--- config.mk ---
export PLATFORM = sky130hd
export DESIGN_NAME = digit_classifier
export DESIGN_NICKNAME = d
export VERILOG_FILES = /design/src/rtl/digit_classifier.sv
export SDC_FILE = /design/constraint.sdc
export NUM_CORES = 1
export LEC_CHECK = 0
export CAP_MARGIN = 20
export CORE_MARGIN = 2
export CORE_UTILIZATION = 30
export DETAILED_ROUTE_END_ITERATION = 8
export GPL_ROUTABILITY_DRIVEN = 0
export PLACE_DENSITY_LB_ADDON = 0.3
export SYNTH_ARGS = -nofsm -noshare
export SYNTH_HDL_FRONTEND = slang
export SYNTH_SLANG_ARGS = --single-unit
--- constraint.sdc ---
create_clock -name clk -period 11.9 [get_ports clk]
set_input_delay 2.38 -clock clk [delete_from_list [all_inputs] [get_ports clk]]
set_output_delay 2.38 -clock clk [all_outputs]
set_load 0.005 [all_outputs]
--- src/rtl/digit_classifier.sv ---
// 8x8 binary image classifier: scores the image against ten digit templates by Hamming similarity.
// Optional low-score reject (digit 4'hF) when CLASSIFIER_REJECT_EN is defined.
module digit_classifier #(
    parameter logic [639:0] TEMPLATES     = '0,
    parameter logic [6:0]   REJECT_THRESH = 7'd48
) (
    input  logic        clk,
    input  logic        rst,
    input  logic        start,
    input  logic [63:0] imIn,
    output logic        busy,
    output logic        done,
    output logic [3:0]  digit,
    output logic [6:0]  score
);

    typedef enum logic [1:0] {StIdle, StRun, StFin} state_e;

    state_e      state_q;
    logic [63:0] img_q;
    logic [2:0]  row_q;
    logic [3:0]  dig_q;
    logic [6:0]  acc_q;
    logic [6:0]  best_score_q;
    logic [3:0]  best_digit_q;

    logic [9:0]  tmpl_idx;
    logic [7:0]  row_match;
    logic [3:0]  row_score;
    logic [6:0]  tmpl_total;
    logic        new_best;
    logic [6:0]  final_score;
    logic [3:0]  final_digit;
    logic [3:0]  result_digit;

    always_comb begin
        tmpl_idx    = {dig_q, row_q, 3'b000};
        row_match   = ~(img_q[{row_q, 3'b000} +: 8] ^ TEMPLATES[tmpl_idx +: 8]);
        row_score   = '0;
        for (int i = 0; i < 8; i++) begin
            row_score = row_score + {3'b000, row_match[i]};
        end
        tmpl_total  = acc_q + {3'b000, row_score};
        // Strict compare: ties keep the earlier (lower) digit.
        new_best    = tmpl_total > best_score_q;
        final_score = new_best ? tmpl_total : best_score_q;
        final_digit = new_best ? dig_q : best_digit_q;
    end

`ifdef CLASSIFIER_REJECT_EN
    assign result_digit = (final_score < REJECT_THRESH) ? 4'hF : final_digit;
`else
    logic unused_thresh;
    assign unused_thresh = ^REJECT_THRESH;
    assign result_digit  = final_digit;
`endif

    always_ff @(posedge clk) begin
        if (rst) begin
            state_q      <= StIdle;
            img_q        <= '0;
            row_q        <= '0;
            dig_q        <= '0;
            acc_q        <= '0;
            best_score_q <= '0;
            best_digit_q <= '0;
            busy         <= 1'b0;
            done         <= 1'b0;
            digit        <= '0;
            score        <= '0;
        end else begin
            done <= 1'b0;
            case (state_q)
                StIdle, StFin: begin
                    if (start) begin
                        img_q        <= imIn;
                        row_q        <= '0;
                        dig_q        <= '0;
                        acc_q        <= '0;
                        best_score_q <= '0;
                        best_digit_q <= '0;
                        busy         <= 1'b1;
                        state_q      <= StRun;
                    end else begin
                        state_q <= StIdle;
                    end
                end
                StRun: begin
                    if (row_q != 3'd7) begin
                        acc_q <= tmpl_total;
                        row_q <= row_q + 3'd1;
                    end else begin
                        acc_q <= '0;
                        row_q <= '0;
                        if (new_best) begin
                            best_score_q <= tmpl_total;
                            best_digit_q <= dig_q;
                        end
                        if (dig_q == 4'd9) begin
                            state_q <= StFin;
                            busy    <= 1'b0;
                            done    <= 1'b1;
                            score   <= final_score;
                            digit   <= result_digit;
                        end else begin
                            dig_q <= dig_q + 4'd1;
                        end
                    end
                end
                default: state_q <= StIdle;
            endcase
        end
    end

endmodule

==> results of run 1 <==
## cell families (layout without fill, tap and decap cells)
| family | after synthesis | count (layout) |
|---|---|---|
| simple gates | 215 | 215 |
| mux | 30 | 30 |
| xor+xnor | 6 | 6 |
| buf+inv | 57 | 115 |
| flops | 104 | 104 |
| compound gates | 127 | 127 |
| fa+ha+maj | 22 | 22 |
## cell usage after synthesis (all sizes together) (2+ instances only)
master and number:
nand2b 4, mux4 16, nand3b 4, a22oi 6, o211ai 2, clkbuf 28
nand3 10, a21o 2, and2 2, nand4 3, o2111ai 4, buf 13
fa 5, inv 16, and3b 2, ha 17, nand2 138, a31oi 2
nor2b 4, nor3 8, and3 4, nor2 31, o21a 2, xor2 5
mux2 9, a21oi 87, dfxtp 104, o21ai 14, a311oi 3, mux2i 5
## per-layer routing
layer  up-vias  wire length (µm)  track usage (%)
met1      1871              5600             17.9
met5         -                 0                0
li1       2030                 -                -
met2        81              5550             23.4
met4         0                90             3.80
met3         7               427             3.15
## layout by cell type (no fill, tap or decap), drive strengths merged, types with 3 or more instances in the layout
master         count
inv               19
nor3               8
dfxtp            104
a22oi              6
nor2              31
and3               4
clkdlybuf4s50     78
mux2               9
nand3             10
a311oi             3
buf                5
o2111ai            4
xor2               5
o21ai             14
nand2            138
mux2i              5
clkinv             3
a21oi             87
fa                 5
nand2b             4
nand3b             4
nand4              3
ha                17
nor2b              4
mux4              16
clkbuf             9
## area by class of cell
cell class              instances  area (µm²)  share of cell area (%)
repair buffers                 83         816                    13.4
clock inverters                 7        61.3                    1.01
well taps                     216         270                    4.44
flip-flops and latches        104        2080                    34.2
inverters                      16        60.1                   0.986
multi-input cells             400        2580                    42.3
clock buffers                   9         225                    3.70
## sequential cells by signal (all words and copies together) (netlist names)
signal and count:
state_q 2, row_q 3, best_digit_q 4, digit 4
score 7, best_score_q 7, acc_q 7, dig_q 4
done 1, img_q 64, busy 1
## power groups by stage
stage          sequential (W)  clock [W]  combinational (W)
6_report             0.000377   0.000288           0.000330
3_5_place_dp         0.000385          0           0.000327
2_1_floorplan        0.000379          0           0.000268
5_1_grt              0.000379   0.000310           0.000368
4_1_cts              0.000377   0.000297           0.000328
3_3_place_gp         0.000385          0           0.000322
## worst min-delay path by stage
stage               startpoint  slack [ns]         to
floorplan            img_q[16]        0.43  img_q[16]
global placement     img_q[39]        0.44  img_q[39]
detailed placement   img_q[34]        0.45  img_q[34]
CTS                  img_q[34]        0.46  img_q[34]
global route         img_q[52]        0.47  img_q[52]
finish               img_q[34]        0.45  img_q[34]
## critical path, cell delays in order (launching register included)
cell	delay, ns
dfxtp_1	0.61
buf_4	0.33
mux4_2	0.52
mux2_2	0.29
fa_1	0.48
fa_1	0.52
fa_1	0.53
fa_1	0.50
fa_1	0.43
nand2b_1	0.18
a211oi_1	0.25
xor2_1	0.30
ha_1	0.33
a41oi_1	0.22
o21ai_2	0.17
o211ai_2	0.57
mux2i_1	0.26
nor2_1	0.05
## through the flow
step                util [%]  power, W  instance area, µm²
floorplan                  -  0.000647                4910
global placement        36.4  0.000707                5810
detailed placement      36.4  0.000713                5810
CTS                     38.2   0.00100                6090
global route            38.2   0.00106                6090
finish                  38.2  0.000994                6090
==> results.md, run 1 <==
* VDD IR max at about 0.000084 V
* Max frequency at roughly 150 MHz
* Final critical-path required period at 6.70 ns
* Clock sink total at between 100 and 150
* Hold Crit Depth at 2
* Yosys warnings at 0
* Hold crit path type: reg2reg
* First-pass GRT wire length at around 20 mm
* Netlist cell types at 53
* Count of input and output buffers at 79
* Tot GR Track Use at 13.9%
* Slew Viols, Final at 0
* Setup slack, reg-to-reg at 5.20 ns
* Site row count at 46
* Syn Inst Count at around 560
* Via/cell ratio at 4.78
* Post-synthesis simple-gate area fraction at between 10% and 20%
* DP Wirelength at about 8.4 mm
* CP Capture Type: flip-flop
* Final setup TNS at 0 ns
* Fin nets at 703
* Mapped Nets at 650
* Critical path origin: row_q[0]
* Largest net degree at the start of global routing at 93
* Slew HR at 37.6%
* Die Height at ~130 µm
* R2R Path Start: row_q[0]
* Via Count at about 4k
* Synth Area in Compound Gates at approximately 15%
* WL final at 11.7 mm
* Yosys reg bits at ~100
* Htree depth at 3
* # diodes at 0
* Area Growth Syn to Fin at 24.0%
* Final setup margin at between 5 and 6 ns
* Synth Area in Adders at 6.37%
* Switching share of power at a little over a third
* TritonCTS Buffers at 9
* Post-Synthesis Cell Area at just under 5000 µm²
* Worst-path clk slew at 0.08 ns
* Worst R2R End: best_score_q[2]
* Maxcap violations at 0
* Cell taking the most area after synthesis: dfxtp_1
* DR iter-0 viols at 268
* Clock share of power at 28.9%
* Worst clock skew at around 0.010 ns
* Vias in the first global route at roughly 4.0k
* # IOs at 80
* P_leak at 2.26 nW
* Die width at between 100 and 150 µm
* Synth Area in XOR/XNOR at 1.07%
* Comb pwr share at approximately a third
* Largest family of logic cells by synthesized area: simple AND/OR/NAND/NOR gates
* DRC viols at 0
* Worst-path maximum fanout at 14
* Asr flop ratio synth at 0%
* Primary FF master, synth: dfxtp_1
* Final setup violating endpoints at 0
* Register area share after synthesis at a little over two fifths
* End point of the critical path: best_score_q[2]
* Core area at 15,900 µm²
* Mux cell area share after synthesis at between 10% and 20%
* Share of the synthesized area in the top cell type at between 40% and 50%
* WL per Instance at about 14 µm
* DR pass1 iterations at 4
* Post-CTS sizing at 0
* Gr ovfl total at 0
* RSZ-0062 raised after global routing: no
* Initial Utilization at between 30% and 40%
* Share of layout cells above drive strength 1 at a little under a tenth
* Post-CTS Setup Inserts at 0
* CTS Buffer Depth at 2
* Cts hold-fix bufs at 0
* Filler cells at 1,609
* Die Area at roughly 17,000 µm²
* Antenna Nets Post-Route at 0
* Syn avg cell area at between 8 and 9 µm²
* Skew-Pair Late Insertion Delay at approximately 0.35 ns
* Run status: complete, no violations
* P_sw at 0.000360 W
* Worst EP required at 12.11 ns
* Final cycle utilization of the critical path at 56.3%
* WHS at 0.454 ns
* Root Driver: clkbuf_16
* Post-synth EDFFs at 0
* Antenna violations before repair at 0
* Internal power at around 0.00063 W
* Top cells by area, synth: dfxtp_1 42%, nand2_1 11%, a21oi_1 8.8%
* Worst r2r path cells at 17
* Critical Path Source Type: flip-flop
* TritonCTS clock tree: built
* Final cell count without fillers at between 800 and 900
* Pwr dens at approximately 160 nW/µm²
* Pin slew with the least headroom to its limit at 0.936 ns
* Seq pwr share at 37.9%
* CP Class: reg2reg
* Pre-CTS WS at 5.18 ns
* Placed cell count at slightly above 800
* Critical path arrival at 6.90 ns
* Fin. Hold Viols at 0
No activity file was read; power rests on OpenSTA's default activity.
==> run 2, diff against run 1 <==
Clock period 11.9 ns to 6.8 ns, I/O delays scaled along.
==> run 2 against run 1 <==
Clock power is 73% higher. Global-route usage increased by 0.32 points. Clock skew fell by 0.00062 ns. Critical path depth fell by 1. Setup slack lost 4.7 ns. Die area unchanged. Via count up 0.85%. Non-clock buffer count increased by 3. Final area grew 0.43%.
==> results.md, run 2 (synthesized netlist as in run 1, its figures left out) <==
* Commonest cells after routing, fill and taps aside: 138 x nand2_1, 104 x dfxtp_1, 86 x a21oi_1
* Maxcap violations at 0
* Fin nets at ~710
* Tot GR Track Use at around 14%
* CP Capture Type: flip-flop
* Vias in the first global route at a little over 4k
* Gr ovfl total at 0
* Worst-path maximum fanout at 16
* DRC viols at 0
* WL final at about 12 mm
* Fin. Hold Viols at 0
* Worst clock skew at about 0.0095 ns
* Worst-path clk slew at 0.07 ns
* Max frequency at roughly 160 MHz
* Final setup TNS at 0 ns
* Die width at between 100 and 150 µm
* Share of layout cells above drive strength 1 at under 10%
* Via/cell ratio at between 4 and 5
* DP Wirelength at approximately 8.4 mm
* Final cycle utilization of the critical path at between 90% and 100%
* Die Height at around 130 µm
* CTS Buffer Depth at 2
* Antenna violations before repair at 0
* Final cell count without fillers at roughly 840
* Critical path arrival at ~6.6 ns
* DR iter-0 viols at ~200
* Commonest non-fill, non-tap cell in the layout: nand2_1
* Clock sink total at 104
* Largest Register: img_q
* Count of input and output buffers at 79
* WHS at 0.455 ns
* Via Count at roughly 4.0k
* # IOs at 80
* Placed cell count at roughly 800
* Htree depth at 3
* TritonCTS clock tree: built
* Slew HR at 36.0%
* Site row count at 46
* Slew Viols, Final at 0
* Die Area at about 17,000 µm²
* Critical Path Source Type: flip-flop
* Pin slew with the least headroom to its limit at ~0.96 ns
* Max FFs per register at 64
* Cts hold-fix bufs at 0
* # diodes at 0
* Post-CTS sizing at 0
* Hold crit path type: reg2reg
* TritonCTS Buffers at 9
* DR pass1 iterations at 4
* Pwr dens at around 290 nW/µm²
* RSZ-0062 raised after global routing: no
* P_leak at about 2.3 nW
* Antenna Nets Post-Route at 0
* Root Driver: clkbuf_16
* Initial Utilization at approximately 31%
* CP Class: reg2reg
* Post-CTS Setup Inserts at 0
* Area Growth Syn to Fin at 24.5%
* Final setup violating endpoints at 0
* Final critical-path required period at roughly 6.3 ns
* VDD IR max at between 0.00015 and 0.0002 V
* WL per Instance at approximately 14 µm
* Worst EP required at just over 7 ns
* Run status: complete, no violations
* First-pass GRT wire length at ~20 mm
* Skew-Pair Late Insertion Delay at about 0.36 ns
* Core area at between 15,000 and 20,000 µm²
* Largest net degree at the start of global routing at 93
[run 2: area by class of cell]
cell class | count | area, µm²
fill | 1619 | 9820
multi-input combinational | 400 | 2590
clock inverter | 5 | 38.8
clock buffer | 11 | 243
tap | 216 | 270
timing repair buffer | 86 | 838
inverter | 16 | 60.1
sequential | 104 | 2080
[run 2: routing by layer]
metal	track usage, %	wire [µm]	share of wire (%)
met5	0	0	0
met4	4.17	121	1.0
met3	3.42	426	3.6
met2	23.5	5540	47
met1	18.5	5650	48
[run 2: through the flow]
| step | instance area (µm²) | total power (W) | utilization, % | setup WS [ns] |
|---|---|---|---|---|
| floorplan | 4910 | 0.00113 | - | 0.868 |
| global placement | 5830 | 0.00125 | 36.6 | 0.614 |
| detailed placement | 5830 | 0.00126 | 36.6 | 0.419 |
| CTS | 6110 | 0.00176 | 38.3 | 0.391 |
| global route | 6120 | 0.00187 | 38.4 | 0.0196 |
| finish | 6120 | 0.00175 | 38.4 | 0.489 |
[run 2: final timing paths]
path / start / to / slack (ns) / cells past startpoint
min reg2reg: img_q[36] / img_q[36] / 0.45 / 2
max reg2reg: row_q[0] / score[1] / 0.49 / 16
min: img_q[36] / img_q[36] / 0.45 / 2
max: row_q[0] / score[1] / 0.49 / 16
[run 2: where the power goes]
group          total, W  internal, W  switching, W
sequential     0.000658     0.000639     0.0000190
clock          0.000498     0.000261      0.000237
combinational  0.000595     0.000225      0.000371
[run 2: critical path, stage by stage (launching register included)]
cell and delay (ns):
dfxtp_1 0.56, mux4_2 0.56, mux2_2 0.29, fa_1 0.49, fa_1 0.51, fa_1 0.52, fa_1 0.50, fa_1 0.42
nand2b_1 0.18, a211oi_1 0.26, xor2_1 0.31, ha_1 0.33, a41oi_1 0.23, o21ai_2 0.18, o21ai_4 0.44, nor4_1 0.11
a311o_1 0.30
